**src/rtl/vga_pixel_out_if.sv**
```systemverilog
// rtl/vga_pixel_out_if.sv - pixel stream bundle between the frame source and vga_pixel_out
// Signals:
//   data  : pixel word
//   sof   : marks the first pixel of a frame
//   valid : source has a word on data/sof
//   ready : sink accepts the word this cycle (transfer = valid && ready)
interface vga_pixel_out_if #(
    parameter int DATA_W = 16
);
    logic [DATA_W-1:0] data;
    logic              sof;
    logic              valid;
    logic              ready;

    modport master (output data, output sof, output valid, input ready);
    modport slave  (input data, input sof, input valid, output ready);
endinterface

```
**src/rtl/vga_pixel_out.sv**
```systemverilog
// rtl/vga_pixel_out.sv - VGA output stage: registered RGB/sync/DE, coordinates, stream frame lock
// Ports:
//   clk_i, rst_ni        : pixel clock, asynchronous active-low reset
//   hde_i, vde_i         : data enables from the timing generator
//   hsyn_i, vsyn_i       : syncs with polarity already applied
//   eol_i, eof_i         : end-of-line / end-of-frame pulses (eof_i always with eol_i)
//   pix                  : pixel stream (slave side), carries a start-of-frame marker
//   rgb_o, de_o          : registered pixel and data enable
//   hsyn_o, vsyn_o       : registered syncs
//   x_o, y_o             : coordinate of the pixel on rgb_o, valid when de_o
//   locked_o             : stream is locked to the frame (RUN)
//   underflow_o          : one-cycle pulse, stream empty on an active pixel
//   misalign_o           : one-cycle pulse, SOF marker disagrees with the raster origin
//   err_cnt_o            : saturating count of underflow + misalign events
module vga_pixel_out #(
    parameter int                DATA_W     = 16,
    parameter int                X_W        = 11,
    parameter int                Y_W        = 10,
    parameter logic [DATA_W-1:0] FILL_COLOR = 16'hF800,
    parameter logic              SYNC_RST   = 1'b1,
    parameter int                CNT_W      = 16
) (
    input  logic              clk_i,
    input  logic              rst_ni,
    input  logic              hde_i,
    input  logic              vde_i,
    input  logic              hsyn_i,
    input  logic              vsyn_i,
    input  logic              eol_i,
    input  logic              eof_i,
    vga_pixel_out_if.slave    pix,
    output logic [DATA_W-1:0] rgb_o,
    output logic              de_o,
    output logic              hsyn_o,
    output logic              vsyn_o,
    output logic [X_W-1:0]    x_o,
    output logic [Y_W-1:0]    y_o,
    output logic              locked_o,
    output logic              underflow_o,
    output logic              misalign_o,
    output logic [CNT_W-1:0]  err_cnt_o
);

    typedef enum logic [1:0] {
        ST_FLUSH,
        ST_ARMED,
        ST_RUN
    } state_t;

    state_t         state;
    logic [X_W-1:0] x_cnt;
    logic [Y_W-1:0] y_cnt;
    logic           line_de;

    logic de;
    logic at_origin;
    logic underflow;
    logic misalign;
    logic err;

    assign de        = hde_i && vde_i;
    assign at_origin = (x_cnt == '0) && (y_cnt == '0);
    assign underflow = (state == ST_RUN) && de && !pix.valid;
    // A SOF word must land exactly on (0,0) and no other word may.
    assign misalign  = (state == ST_RUN) && de && pix.valid && (pix.sof != at_origin);
    assign err       = underflow || misalign;

    // FLUSH drains everything up to (not including) the next SOF word; ARMED
    // holds that SOF word until the frame boundary; RUN pulls one word per
    // active pixel but refuses a misaligned word so it survives for relock.
    assign pix.ready = (state == ST_FLUSH) ? (pix.valid && !pix.sof) :
                       (state == ST_RUN)   ? (de && !misalign)       : 1'b0;

    // Timing path: never influenced by the stream state.
    always_ff @(posedge clk_i or negedge rst_ni) begin
        if (!rst_ni) begin
            rgb_o   <= '0;
            de_o    <= 1'b0;
            hsyn_o  <= SYNC_RST;
            vsyn_o  <= SYNC_RST;
            x_o     <= '0;
            y_o     <= '0;
            x_cnt   <= '0;
            y_cnt   <= '0;
            line_de <= 1'b0;
        end else begin
            de_o   <= de;
            hsyn_o <= hsyn_i;
            vsyn_o <= vsyn_i;
            x_o    <= x_cnt;
            y_o    <= y_cnt;

            if (!de) begin
                rgb_o <= '0;
            end else if ((state != ST_RUN) || err) begin
                rgb_o <= FILL_COLOR;
            end else begin
                rgb_o <= pix.data;
            end

            if (eof_i) begin
                x_cnt   <= '0;
                y_cnt   <= '0;
                line_de <= 1'b0;
            end else if (eol_i) begin
                x_cnt <= '0;
                // Blank lines (vertical porch) do not advance y.
                if ((line_de || de) && (y_cnt != '1)) begin
                    y_cnt <= y_cnt + Y_W'(1);
                end
                line_de <= 1'b0;
            end else if (de) begin
                if (x_cnt != '1) begin
                    x_cnt <= x_cnt + X_W'(1);
                end
                line_de <= 1'b1;
            end
        end
    end

    // Stream lock FSM with its registered status outputs.
    always_ff @(posedge clk_i or negedge rst_ni) begin
        if (!rst_ni) begin
            state       <= ST_FLUSH;
            locked_o    <= 1'b0;
            underflow_o <= 1'b0;
            misalign_o  <= 1'b0;
            err_cnt_o   <= '0;
        end else begin
            underflow_o <= underflow;
            misalign_o  <= misalign;
            if (err && (err_cnt_o != '1)) begin
                err_cnt_o <= err_cnt_o + CNT_W'(1);
            end

            case (state)
                ST_FLUSH: begin
                    if (pix.valid && pix.sof) begin
                        state <= ST_ARMED;
                    end
                end
                ST_ARMED: begin
                    if (eof_i) begin
                        state    <= ST_RUN;
                        locked_o <= 1'b1;
                    end
                end
                ST_RUN: begin
                    if (err) begin
                        state    <= ST_FLUSH;
                        locked_o <= 1'b0;
                    end
                end
                default: begin
                    state    <= ST_FLUSH;
                    locked_o <= 1'b0;
                end
            endcase
        end
    end

endmodule

```
**src/flat_wrapper.sv**
```systemverilog
// flat-port wrapper written by rule: the top's interface ports become plain ports
module vga_pixel_out_flat 
#(
    parameter int                DATA_W     = 16,
    parameter int                X_W        = 11,
    parameter int                Y_W        = 10,
    parameter logic [DATA_W-1:0] FILL_COLOR = 16'hF800,
    parameter logic              SYNC_RST   = 1'b1,
    parameter int                CNT_W      = 16
)
  (clk_i, rst_ni, hde_i, vde_i, hsyn_i, vsyn_i, eol_i, eof_i, rgb_o, de_o, hsyn_o, vsyn_o, x_o, y_o, locked_o, underflow_o, misalign_o, err_cnt_o, pix_data, pix_sof, pix_valid, pix_ready);
  vga_pixel_out_if #(.DATA_W(DATA_W)) pix_i ();
  input  logic clk_i;
  input  logic rst_ni;
  input  logic hde_i;
  input  logic vde_i;
  input  logic hsyn_i;
  input  logic vsyn_i;
  input  logic eol_i;
  input  logic eof_i;
  output logic [DATA_W-1:0] rgb_o;
  output logic de_o;
  output logic hsyn_o;
  output logic vsyn_o;
  output logic [X_W-1:0] x_o;
  output logic [Y_W-1:0] y_o;
  output logic locked_o;
  output logic underflow_o;
  output logic misalign_o;
  output logic [CNT_W-1:0] err_cnt_o;
  input wire logic [$bits(pix_i.data)-1:0] pix_data;
  input wire logic [$bits(pix_i.sof)-1:0] pix_sof;
  input wire logic [$bits(pix_i.valid)-1:0] pix_valid;
  output wire logic [$bits(pix_i.ready)-1:0] pix_ready;
  assign pix_i.data = pix_data;
  assign pix_i.sof = pix_sof;
  assign pix_i.valid = pix_valid;
  assign pix_ready = pix_i.ready;
  vga_pixel_out #(.DATA_W(DATA_W), .X_W(X_W), .Y_W(Y_W), .FILL_COLOR(FILL_COLOR), .SYNC_RST(SYNC_RST), .CNT_W(CNT_W)) u_core (.clk_i(clk_i), .rst_ni(rst_ni), .hde_i(hde_i), .vde_i(vde_i), .hsyn_i(hsyn_i), .vsyn_i(vsyn_i), .eol_i(eol_i), .eof_i(eof_i), .pix(pix_i), .rgb_o(rgb_o), .de_o(de_o), .hsyn_o(hsyn_o), .vsyn_o(vsyn_o), .x_o(x_o), .y_o(y_o), .locked_o(locked_o), .underflow_o(underflow_o), .misalign_o(misalign_o), .err_cnt_o(err_cnt_o));
endmodule
```
**config.mk**
```make
export PLATFORM = sky130hd
export DESIGN_NAME = vga_pixel_out_flat
export DESIGN_NICKNAME = d
export VERILOG_FILES = /design/src/rtl/vga_pixel_out_if.sv /design/src/rtl/vga_pixel_out.sv /design/src/flat_wrapper.sv
export SDC_FILE = /design/constraint.sdc
export NUM_CORES = 1
export LEC_CHECK = 0
export BUFFER_PORTS_ARGS = -buffer_cell sky130_fd_sc_hd__buf_2
export CORE_MARGIN = 5
export CORE_UTILIZATION = 41
export CTS_CLUSTER_SIZE = 25
export DETAILED_ROUTE_END_ITERATION = 16
export GPL_ROUTABILITY_DRIVEN = 0
export PLACE_DENSITY = 0.63
export SLEW_MARGIN = 20
export SYNTH_ARGS = -nofsm -noshare
export SYNTH_HDL_FRONTEND = slang
export SYNTH_SLANG_ARGS = --single-unit
```
**constraint.sdc**
```tcl
create_clock -name clk_i -period 5.55 [get_ports clk_i]
set_input_delay 0 -clock clk_i [delete_from_list [all_inputs] [get_ports clk_i]]
set_output_delay 0 -clock clk_i [all_outputs]
set_load 0.01 [all_outputs]
```
# Yosys cells after proc, flatten, opt, wreduce, memory -nomap -nowiden
# Index checks and enable logic that the tools add are counted.
op_classes:
  n_mux: 21
  n_bitwise: 1
  addsub: 3
  n_eq_ne: 10
  n_reduce_logical: 28
ops:
  columns: ["operator", "n"]
  rows:
  - ["11-bit two-way mux", 4]
  - ["16-bit two-way mux", 2]
  - ["10-bit two-way mux", 3]
  - ["16-bit by 1-bit adder with 16-bit output (second input constant)", 1]
  - ["16-bit inequality test (second input constant)", 1]
  - ["11-bit by 1-bit adder with 11-bit output (second input constant)", 1]
  - ["1-bit logical AND", 11]
  - ["11-bit zero test", 1]
  - ["11-bit inequality test (second input constant)", 1]
  - ["10-bit by 1-bit adder with 10-bit output (second input constant)", 1]
  - ["10-bit zero test", 1]
  - ["10-bit inequality test (second input constant)", 1]
  - ["1-bit two-way mux", 7]
  - ["2-bit two-way mux", 3]
  - ["2-bit inequality test (second input constant)", 3]
  - ["2-bit one-hot mux with 3 select lines", 1]
  - ["3-bit AND reduction", 2]
  - ["3-bit nonzero test", 2]
  - ["2-bit AND reduction", 2]
  - ["2-bit nonzero test", 2]
  - ["1-bit zero test", 3]
  - ["1-bit logical OR", 3]
  - ["1-bit one-hot mux with 3 select lines", 1]
  - ["2-bit by 1-bit == test with 1-bit output (second input constant)", 1]
  - ["5 further kinds", 5]
totals:
  elab_cells: 77
  reg_bits: 83
  input_bits: 26

# Logic depth before layout (Yosys ltp)
# Gate-level depths: netlist of the first run.
depth:
  depth_word: 8
  ltp_mapped: 10
  ltp_nobuf: 8

# Least setup slack after synthesis of the first run
# Ideal clock, no wire load.
synth_timing:
  kind: "register -> register"
  startpoint: "reg u_core.y_cnt[0]"
  endpoint: "reg u_core.err_cnt_o[10]"
  setup_slack_ns: 2.877
  stages_incl_launch_ff: 9
  required_ns: 5.424
  t_arrival_ns: 2.547
  cell_sequence: "dfrtp_1 -> inv_1 -> ha_1 -> or4b_1 -> or4_4 -> and3_1 -> buf_6 -> or4_4 -> xnor2_2"
synth_via:
  elab_chain_cells: 6
synth_rtl:
  columns: ["item", "line", "source"]
  rows:
  - ["from (decl)", "vga_pixel_out.sv:52", "logic [Y_W-1:0] y_cnt;"]
  - ["from (signal assigned)", "vga_pixel_out.sv:109", "y_cnt <= y_cnt + Y_W'(1);"]
  - ["10-bit zero test", "vga_pixel_out.sv:62", "assign at_origin = (x_cnt == '0) && (y_cnt == '0);"]
  - ["1-bit logical AND", "vga_pixel_out.sv:62", null]
  - ["1-bit inequality test", "vga_pixel_out.sv:65", "assign misalign = (state == ST_RUN) && de && pix.valid && (pix.sof != at_origin);"]
  - ["1-bit logical AND", "vga_pixel_out.sv:65", null]
  - ["1-bit logical OR", "vga_pixel_out.sv:66", "assign err = underflow || misalign;"]
  - ["1-bit logical AND", "vga_pixel_out.sv:132", "if (err && (err_cnt_o != '1)) begin"]
  - ["to (signal assigned)", "vga_pixel_out.sv:133", "err_cnt_o <= err_cnt_o + CNT_W'(1);"]
  - ["to (decl)", "vga_pixel_out.sv:41", "output logic [CNT_W-1:0] err_cnt_o"]
# Every way passes these cells.
# A chain may end at the register's enable or synchronous reset.

# Worst setup path after layout of the first run
# Ends and elaborated chain as after synthesis.

==> impl_results.md, run 1 <==
* Run status: completed
* Postcts setup bufs at 0
* Max VDD drop at 0.158 mV
* 1st-iter DRT viols at 85
* Post-Route Setup TNS at 0 ns
* DRC viols at 0
* Antenna violations before repair at 0
* DR vias at between 2000 and 3000
* DP Area at 3850 um^2
* Post-DP HPWL at 5.07 mm
* Hold path cells at 2
* CTS max path bufs at 2
* Synth warn at 0
* Max Fanout on Critical Path at 20
* Core ar. at about 8000 um^2
* P&R area growth vs syn at 27.8%
* Crit Reg-Reg Startpoint: u_core.y_cnt[0]
* Gr ovfl total at 0
* Register-to-Register Path Depth at 7
* Yosys cell types at 40
* Cells along the critical path: inv_1, ha_1, or4b_1, or4_4, and3_1, or4_4, xnor2_2
* Slew HR at 0.473
* Crit path time final at just under 3 ns
* CTS Buf Count at 9
* Worst reg2reg endpoint: u_core.err_cnt_o[10]
* CTS clk-pin slew, worst paths at approximately 0.080 ns
* Post-route clock period utilization at 0.524
* Fill cells at 730
* Placed cell count at 460
* Synth Register Bits at 83
* Worst path most repeated cell: or4_4
* CTS H-tree lvls at 3
* Number of max-cap violations at 0
* Post-route clock skew at 0.00615 ns
* Die Y at 100 um
* Synth Instances at between 200 and 300
* Fmax at 0.344 GHz
* Critical path arrival at 3.14 ns
* DIE WIDTH at ~100 um
* Final cell utilization of the core at 0.544
* Min-Delay Path Class: input port to flip-flop
* Final Hold Viols at 0
* Worst EP required at 5.78 ns
* Worst reg2reg setup slack at 2.64 ns
* Synth Cell Area at 3330 um^2
* Crit path max-delay cell type: or4_4
* Total track usage at 0.158
* Num Clock Sinks at 83
* Layout cells sized above 1 at 0.284
* First-pass GRT wire length at 12.4 mm
* Largest net degree at the start of global routing at 84
* Most common cell after layout, fill and taps aside: buf_2
* Crit end category: flip-flop
* Root buffer cell: clkbuf_8
* Via count of the first global-routing pass at roughly 2500
* Main synth FF type: dfrtp_1
* CP startpoint kind: flip-flop
* WS Path Type: flip-flop to flip-flop
* Die footprint at approximately 10000 um^2
* WHS Endpoint: u_core.y_cnt[5]
* Antenna Cells at 0
* TritonCTS clock tree: done
* Post-synthesis sequential area ratio at 0.625
* Hold wc startpoint: eof_i
* Final setup vio count at 0
* Pwr/cell area at 287 nW/um^2
* Commonest non-fill, non-tap cells in the layout: buf_2, dfrtp_1, nor2_1
* Ys async rst share at 1.00
* Initial Util at 0.426
* Slowest Stage Delay on Critical Path at 0.62 ns
* # port buffers at 85
* RSZ-0062 raised after global routing: no
* Row count at 32
* Slew @ Worst Pin at 0.781 ns
* Drt via density at roughly 5
* Post-DRT Antenna Nets at 0
* Post-synth EDFFs at 0
* Worst-Skew Late Latency at 0.34 ns
* DRT Wirelength at 7.48 mm
* Design Area, Final at 4250 um^2
* LEAKAGE at 2.17 nW
* Syn nets at 311
* Post-cts resize count at 0
* Syn Area/Cell at between 10 and 15 um^2
* Drt first pass iters at 4
* Slew Limit Fails at 0
* Final net count at 421
* Non-Filler Instances at just under 500
* I/O pins at 86
* Avg WL per Cell at about 15 um
* CTS Hold Buffers Added at 21
==> cells in the mapped netlist (all sizes together) (3+ instances only) <==
| cell | number | area [um^2] |
|---|---|---|
| a21oi | 6 | 30.0 |
| and3 | 16 | 100 |
| clkbuf | 6 | 22.5 |
| dfrtp | 81 | 2030 |
| ha | 5 | 62.6 |
| inv | 8 | 30.0 |
| mux2 | 3 | 33.8 |
| nand2 | 14 | 52.6 |
| nand2b | 4 | 25.0 |
| nand3 | 13 | 65.1 |
| nand4 | 12 | 75.1 |
| nor2 | 29 | 109 |
| nor2b | 3 | 18.8 |
| nor3 | 7 | 35.0 |
| nor4 | 5 | 31.3 |
| o21a | 5 | 37.5 |
| o21ai | 6 | 30.0 |
| or3 | 3 | 18.8 |
| or4 | 5 | 52.6 |
| xnor2 | 16 | 155 |
| xor2 | 13 | 114 |
==> registers in the layout, indices dropped and copies added (netlist names) <==
| register | count |
|---|---|
| u_core.underflow_o | 1 |
| u_core.locked_o | 1 |
| u_core.hsyn_o | 1 |
| u_core.state | 2 |
| u_core.misalign_o | 1 |
| u_core.line_de | 1 |
| u_core.err_cnt_o | 16 |
| u_core.x_cnt | 11 |
| u_core.rgb_o | 16 |
| u_core.y_cnt | 10 |
| u_core.de_o | 1 |
| u_core.x_o | 11 |
| u_core.vsyn_o | 1 |
| u_core.y_o | 10 |
==> worst max path at each step <==
stage,from,slack (ns),endpoint
6_report,u_core.y_cnt[0],2.64,u_core.err_cnt_o[10]
5_1_grt,u_core.x_cnt[0],2.48,u_core.err_cnt_o[10]
4_1_cts,u_core.y_cnt[0],2.63,u_core.err_cnt_o[10]
3_5_place_dp,u_core.y_cnt[0],2.63,u_core.err_cnt_o[10]
3_3_place_gp,u_core.y_cnt[0],2.68,u_core.err_cnt_o[10]
2_1_floorplan,u_core.y_cnt[0],2.88,u_core.err_cnt_o[10]
==> layout make-up <==
class                   instances  area, um^2  area share
well taps                     102         128      0.0300
flip-flops and latches         83        2080       0.489
multi-input cells             182        1180       0.279
clock inverters                 4        51.3      0.0121
clock buffers                  12         135      0.0318
inverters                       8        30.0     0.00707
repair buffers                106         642       0.151
==> power breakdown <==
part | internal [mW] | switching (mW) | total (mW)
Clock | 0.209 | 0.207 | 0.415
Sequential | 0.632 | 0.0270 | 0.659
Combinational | 0.0663 | 0.0806 | 0.147
Total | 0.907 | 0.314 | 1.22
==> metrics by stage <==
stage | hold slack [ns] | total power, mW | setup WS (ns)
floorplan | -0.296 | 0.744 | 2.88
global placement | 0.105 | 0.805 | 2.68
detailed placement | 0.107 | 0.809 | 2.63
CTS | 0.00142 | 1.24 | 2.63
global route | 0.00486 | 1.28 | 2.48
finish | 0.0143 | 1.22 | 2.64
==> per-layer routing <==
| layer | global-route usage | share of wire | vias up | routed length, um |
|---|---|---|---|---|
| met2 | 0.261 | 0.50 | 66 | 3740 |
| met4 | 0.0508 | 0.012 | 0 | 86 |
| met3 | 0.0389 | 0.064 | 7 | 479 |
| met1 | 0.205 | 0.42 | 1248 | 3170 |
| met5 | 0 | 0 | - | 0 |
| li1 | - | - | 1198 | - |
==> cell families after synthesis <==
family,synth area share
compound gates,0.0485
xor+xnor,0.0809
fa+ha+maj,0.0188
buf+inv,0.0192
flops,0.625
mux,0.0132
simple gates,0.194
==> worst max-delay path: cells and delay by family, from the launching register on <==
kind | cells | cell delay (ns)
and+or+nand+nor | 4 | 2.01
adders and majority gates | 1 | 0.13
buffers and inverters | 1 | 0.08
xor gates and xnor gates | 1 | 0.14
DFF | 1 | 0.43
Power figures use the tool's default switching activity.
==> run 2, diff against run 1 <==
--- a/config.mk
+++ b/config.mk
@@ -11,7 +11,7 @@
 export CTS_CLUSTER_SIZE = 25
 export DETAILED_ROUTE_END_ITERATION = 16
 export GPL_ROUTABILITY_DRIVEN = 0
-export PLACE_DENSITY = 0.63
+export PLACE_DENSITY = 0.66
 export SLEW_MARGIN = 20
 export SYNTH_ARGS = -nofsm -noshare
 export SYNTH_HDL_FRONTEND = slang
==> constraint.sdc (replaced) <==
create_clock -name clk_i -period 2.6 [get_ports clk_i]
set_input_delay 0 -clock clk_i [delete_from_list [all_inputs] [get_ports clk_i]]
set_output_delay 0 -clock clk_i [all_outputs]
set_load 0.01 [all_outputs]
==> run 2 against run 1 <==
Against the previous run: flip-flop and latch count did not move; maximum frequency is 17% higher; combinational power up 130%; utilization is 3.0 points higher; clock-buffer cell count down 2; die area is the same; final cell count rose by 4.6%; cell area rose by 5.4%; critical endpoint is now u_core.err_cnt_o[8]; largest cell class unchanged.
==> impl_results.md, run 2 (synthesis gave the netlist of run 1 again) <==
* CTS H-tree lvls at 3
* WHS Endpoint: u_core.misalign_o
* Register-to-Register Path Depth at 7
* WS Path Type: flip-flop to flip-flop
* # port buffers at 85
* CTS Buf Count at 9
* Via count of the first global-routing pass at roughly 2600
* Crit end category: flip-flop
* Met3 Use GR at 0.0493
* Final Hold Viols at 0
* CP startpoint kind: flip-flop
* Layout cells sized above 1 at 0.342
* Final net count at ~440
* Fmax at 0.404 GHz
* Total track usage at 0.159
* DIE WIDTH at 100 um
* Most used routing layer: met2
* 1st-iter DRT viols at 71
* Slew @ Worst Pin at 0.759 ns
* Root buffer cell: clkbuf_8
* Worst reg2reg setup slack at 0.13 ns
* Crit Reg-Reg Startpoint: u_core.y_cnt[1]
* Slew Limit Fails at 0
* DRC viols at 0
* Max Fanout on Critical Path at 8
* Avg WL per Cell at 14.5 um
* Final setup vio count at 0
* Most common cell after layout, fill and taps aside: buf_2
* CTS max path bufs at 2
* P&R area growth vs syn at 34.8%
* Max VDD drop at 0.284 mV
* Hold wc startpoint: pix_sof
* Area of the multi-input gates at about 1200 um^2
* Fill cells at 686
* Crit path max-delay family: simple AND/OR/NAND/NOR gates
* CP bufs+invs at 1
* Min-Delay Path Class: input port to flip-flop
* Num Clock Sinks at 83
* LEAKAGE at 2.32 nW
* Crit path time final at 2.47 ns
* Worst path most repeated cell: or4_4
* Initial Util at 0.426
* Row count at 32
* Final WS setup at 0.125 ns
* Worst-Skew Late Latency at 0.34 ns
* Run status: completed
* Post-route clock period utilization at 0.952
* DRT Wirelength at 7.54 mm
* Die footprint at 10000 um^2
* Drt via density at 4.90
* CTS clk-pin slew, worst paths at 0.08 ns
* Number of max-cap violations at 0
* Drt first pass iters at 4
* Hold path cells at 3
* Worst reg2reg endpoint: u_core.err_cnt_o[8]
* I/O pins at 86
* Register area at 2080 um^2
* Post-Route Setup TNS at 0 ns
* Commonest non-fill, non-tap cells in the layout: buf_2, dfrtp_1, nor2_1
* Slowest Stage Delay on Critical Path at 0.53 ns
* Gr ovfl total at 0
* Antenna Cells at 0
* Cells along the critical path: inv_2, ha_1, or4b_4, or4_4, and3_4, or4_4, xnor2_2
* Dpl ws at 0.0255 ns
* Post-route clock skew at 0.00771 ns
* First-pass GRT wire length at 12.5 mm
* DR vias at 2547
* Antenna violations before repair at 0
* Worst EP required at between 2 and 3 ns
* TritonCTS clock tree: done
* RSZ-0062 raised after global routing: no
* Critical path arrival at 2.71 ns
* Post-DRT Antenna Nets at 0
* Grt met2 use at 0.257
* Tot Pwr at 2.74 mW
* Largest net degree at the start of global routing at 84
* Pwr/cell area at 611 nW/um^2
* Post-DP HPWL at between 5 and 6 mm
* Core ar. at 7810 um^2
* Minimum hold slack at 0.0259 ns
* Top flop regs: u_core.err_cnt_o x16, u_core.rgb_o x16
* Crit path max-delay cell type: or4_4
* Met1 Usage GRT at 0.201
* Die Y at approximately 100 um
* Slew HR at 0.488
[run 2: metrics by stage]
| step | instance area [um^2] | instances | utilization |
|---|---|---|---|
| floorplan | 3330 | 280 | - |
| global placement | 4010 | 480 | 0.513 |
| detailed placement | 4010 | 480 | 0.513 |
| CTS | 4430 | 517 | 0.568 |
| global route | 4480 | 520 | 0.574 |
| finish | 4480 | 520 | 0.574 |
[run 2: area by class of cell]
cell class | count | area share
sequential | 83 | 0.464
multi-input combinational | 182 | 0.271
timing repair buffer | 129 | 0.182
clock buffer | 10 | 0.0285
tap | 102 | 0.0285
clock inverter | 6 | 0.0201
inverter | 8 | 0.00670
[run 2: tightest hold or removal path, delay by kind of cell]
kind,cells,cell delay [ns]
buf+inv,1,0.13
compound gates,2,0.19
[run 2: how the worst max path moves through the flow]
stage                          from              endpoint  slack [ns]  cells past startpoint
floorplan           u_core.y_cnt[0]  u_core.err_cnt_o[10]       -0.04                      8
global placement    u_core.y_cnt[1]  u_core.err_cnt_o[10]        0.05                      7
detailed placement  u_core.y_cnt[1]  u_core.err_cnt_o[10]        0.03                      7
CTS                 u_core.y_cnt[1]  u_core.err_cnt_o[10]        0.01                      7
global route        u_core.x_cnt[0]      u_core.rgb_o[11]        0.02                     10
finish              u_core.y_cnt[1]   u_core.err_cnt_o[8]        0.13                      7
[run 2: report_power, final]
part	leakage (nW)	internal (mW)	total (mW)	switching, mW
clock network	0.106	0.543	0.997	0.455
logic	1.08	0.161	0.337	0.176
registers	1.13	1.35	1.40	0.0537
total	2.32	2.05	2.74	0.684
[run 2: repair_timing]
| item | in CTS | in global routing |
|---|---|---|
| hold buffers | 21 | 0 |
| gates resized for setup | 0 | 5 |
| endpoints found under the setup margin | 0 | 10 |
| buffers inserted | 0 | 3 |
| endpoints found under the hold margin | 106 | 0 |
[run 2: per-layer routing]
metal | vias up | wire length, um
li1 | 1239 | -
met1 | 1226 | 3240
met2 | 73 | 3730
met3 | 9 | 476
met4 | 0 | 96
met5 | - | 0
==> run 3, diff against run 2 <==
--- a/config.mk
+++ b/config.mk
@@ -6,12 +6,16 @@
 export NUM_CORES = 1
 export LEC_CHECK = 0
 export BUFFER_PORTS_ARGS = -buffer_cell sky130_fd_sc_hd__buf_2
+export CELL_PAD_IN_SITES_DETAIL_PLACEMENT = 0
+export CELL_PAD_IN_SITES_GLOBAL_PLACEMENT = 2
 export CORE_MARGIN = 5
-export CORE_UTILIZATION = 41
+export CORE_UTILIZATION = 30
+export CTS_CLUSTER_DIAMETER = 150
 export CTS_CLUSTER_SIZE = 25
 export DETAILED_ROUTE_END_ITERATION = 16
 export GPL_ROUTABILITY_DRIVEN = 0
-export PLACE_DENSITY = 0.66
+export MAX_ROUTING_LAYER = met4
+export PLACE_DENSITY = 0.73
 export SLEW_MARGIN = 20
 export SYNTH_ARGS = -nofsm -noshare
 export SYNTH_HDL_FRONTEND = slang
==> run 3 against run 2 <==
Against the previous run: critical path type unchanged; clock power is essentially flat; die area grew 33%; worst setup slack lost 0.057 ns; largest power group unchanged; register-to-register slack lost 0.06 ns; clock skew grew 0.0021 ns; routed wire length grew 6.6%.
==> impl_results.md, run 3 (synthesis gave the netlist of run 1 again) <==
* Commonest non-fill, non-tap cells in the layout: buf_2, dfrtp_1, nor2_1
* Worst reg2reg setup slack at 0.07 ns
* Post-route clock period utilization at 0.974
* Final net count at about 450
* Largest net degree at the start of global routing at 84
* Final cell utilization of the core at 0.417
* DIE WIDTH at 115 um
* Top flop regs: u_core.err_cnt_o x16, u_core.rgb_o x16
* Most common cell after layout, fill and taps aside: buf_2
* Fmax at 0.395 GHz
* Slew HR at 0.505
* Die footprint at between 10000 and 15000 um^2
* Max VDD drop at 0.226 mV
* Final WS setup at roughly 0.068 ns
* Num Clock Sinks at 83
* Number of max-cap violations at 0
* Area of the multi-input gates at roughly 1200 um^2
* Slew @ Worst Pin at 0.743 ns
* I/O pins at 86
* CTS clk-pin slew, worst paths at 0.09 ns
* Crit end category: flip-flop
* P&R area growth vs syn at 36.1%
* Pwr/cell area at 611 nW/um^2
* Crit path time final at 2.53 ns
* # port buffers at 85
* WS Path Type: flip-flop to flip-flop
* Worst-Skew Late Latency at 0.36 ns
* Antenna Cells at 0
* Gr ovfl total at 0
* DRC viols at 0
* Row count at 38
* Core ar. at 10800 um^2
* Critical Path End: u_core.err_cnt_o[10]
* Final setup vio count at 0
* Critical path origin: u_core.y_cnt[1]
* Fill cells at 1070
* CTS max path bufs at 2
* CP startpoint kind: flip-flop
* Worst reg2reg endpoint: u_core.err_cnt_o[10]
* DRT Wirelength at 8.04 mm
* Run status: completed
* Drt first pass iters at 4
* LEAKAGE at 2.32 nW
* DP Area at ~4000 um^2
* Layout cells sized above 1 at 0.340
* Root buffer cell: clkbuf_8
* Post-DP HPWL at 5.63 mm
* CTS H-tree lvls at 3
* Final Hold Viols at 0
* Die Y at 115 um
* Crit Reg-Reg Startpoint: u_core.y_cnt[1]
* Design Area, Final at 4530 um^2
* First-pass GRT wire length at 13.1 mm
* Min-Delay Path Class: input port to flip-flop
* DR vias at 2538
* Dpl ws at around 0.034 ns
* Initial Util at 0.307
* Tot Pwr at 2.76 mW
* Post-route clock skew at slightly below 0.01 ns
* Total track usage at 0.131
* Register area at roughly 2100 um^2
* TritonCTS clock tree: done
* Via count of the first global-routing pass at 2595
* Antenna violations before repair at 0
* Slew Limit Fails at 0
* Drt via density at 4.53
* Register-to-Register Path Depth at 7
* RSZ-0062 raised after global routing: yes
* Avg WL per Cell at roughly 14 um
* Post-DRT Antenna Nets at 0
* Worst EP required at 2.86 ns
* CTS Buf Count at 9
* Critical path arrival at 2.79 ns
* Max Fanout on Critical Path at 7
* 1st-iter DRT viols at 76
==> run 3: worst min-delay path by stage <==
| stage | depth (start not counted) | startpoint | endpoint | slack, ns |
|---|---|---|---|---|
| final | 3 | pix_sof | u_core.misalign_o | 0.002 |
| after global routing | 3 | pix_sof | u_core.misalign_o | 0.04 |
| after CTS | 3 | pix_sof | u_core.misalign_o | 0.002 |
| after detailed placement | 1 | hsyn_i | u_core.hsyn_o | 0.11 |
| after global placement | 1 | hsyn_i | u_core.hsyn_o | 0.11 |
| after floorplan | 0 | rst_ni | u_core.de_o | -0.30 |
==> run 3: through the flow <==
step	cells	hold WS, ns	TNS [ns]
global route	560	0.0365	-0.00954
global placement	522	0.105	0
finish	560	0.00152	0
floorplan	280	-0.296	-0.0440
CTS	559	0.00173	0
detailed placement	522	0.106	0
==> run 3: report_power, final <==
part | internal, mW | total (mW) | switching [mW]
combinational | 0.158 | 0.334 | 0.176
sequential | 1.35 | 1.41 | 0.0574
clock | 0.537 | 1.02 | 0.486
total | 2.04 | 2.76 | 0.719
==> run 3: cell type report <==
type / count / share of cell area
clock buffers: 9 / 0.0274
clock inverters: 7 / 0.0205
inverters: 8 / 0.00664
multi-input cells: 182 / 0.264
flip-flops and latches: 83 / 0.459
well taps: 140 / 0.0387
repair buffers: 131 / 0.183
==> run 3: repair_timing <==
item | CTS | global route
resized for setup | 0 | 2
hold buffers | 21 | 0
setup buffers | 0 | 1
setup endpoints to repair | 0 | 3
endpoints found under the hold margin | 110 | 0
==> run 3: critical path: stages, from the launching register on <==
cell and delay, ns:
dfrtp_1 0.39, inv_2 0.06, ha_1 0.12, or4b_4 0.47, or4_4 0.50, and3_4 0.21, or4_4 0.54, xnor2_2 0.14
==> run 3: per-layer routing <==
layer,GRT usage,wire length (um),vias up
met5,-,0,-
met4,0.0610,165,0
met1,0.166,3600,1212
met2,0.204,3830,61
li1,-,-,1250
met3,0.0242,437,15
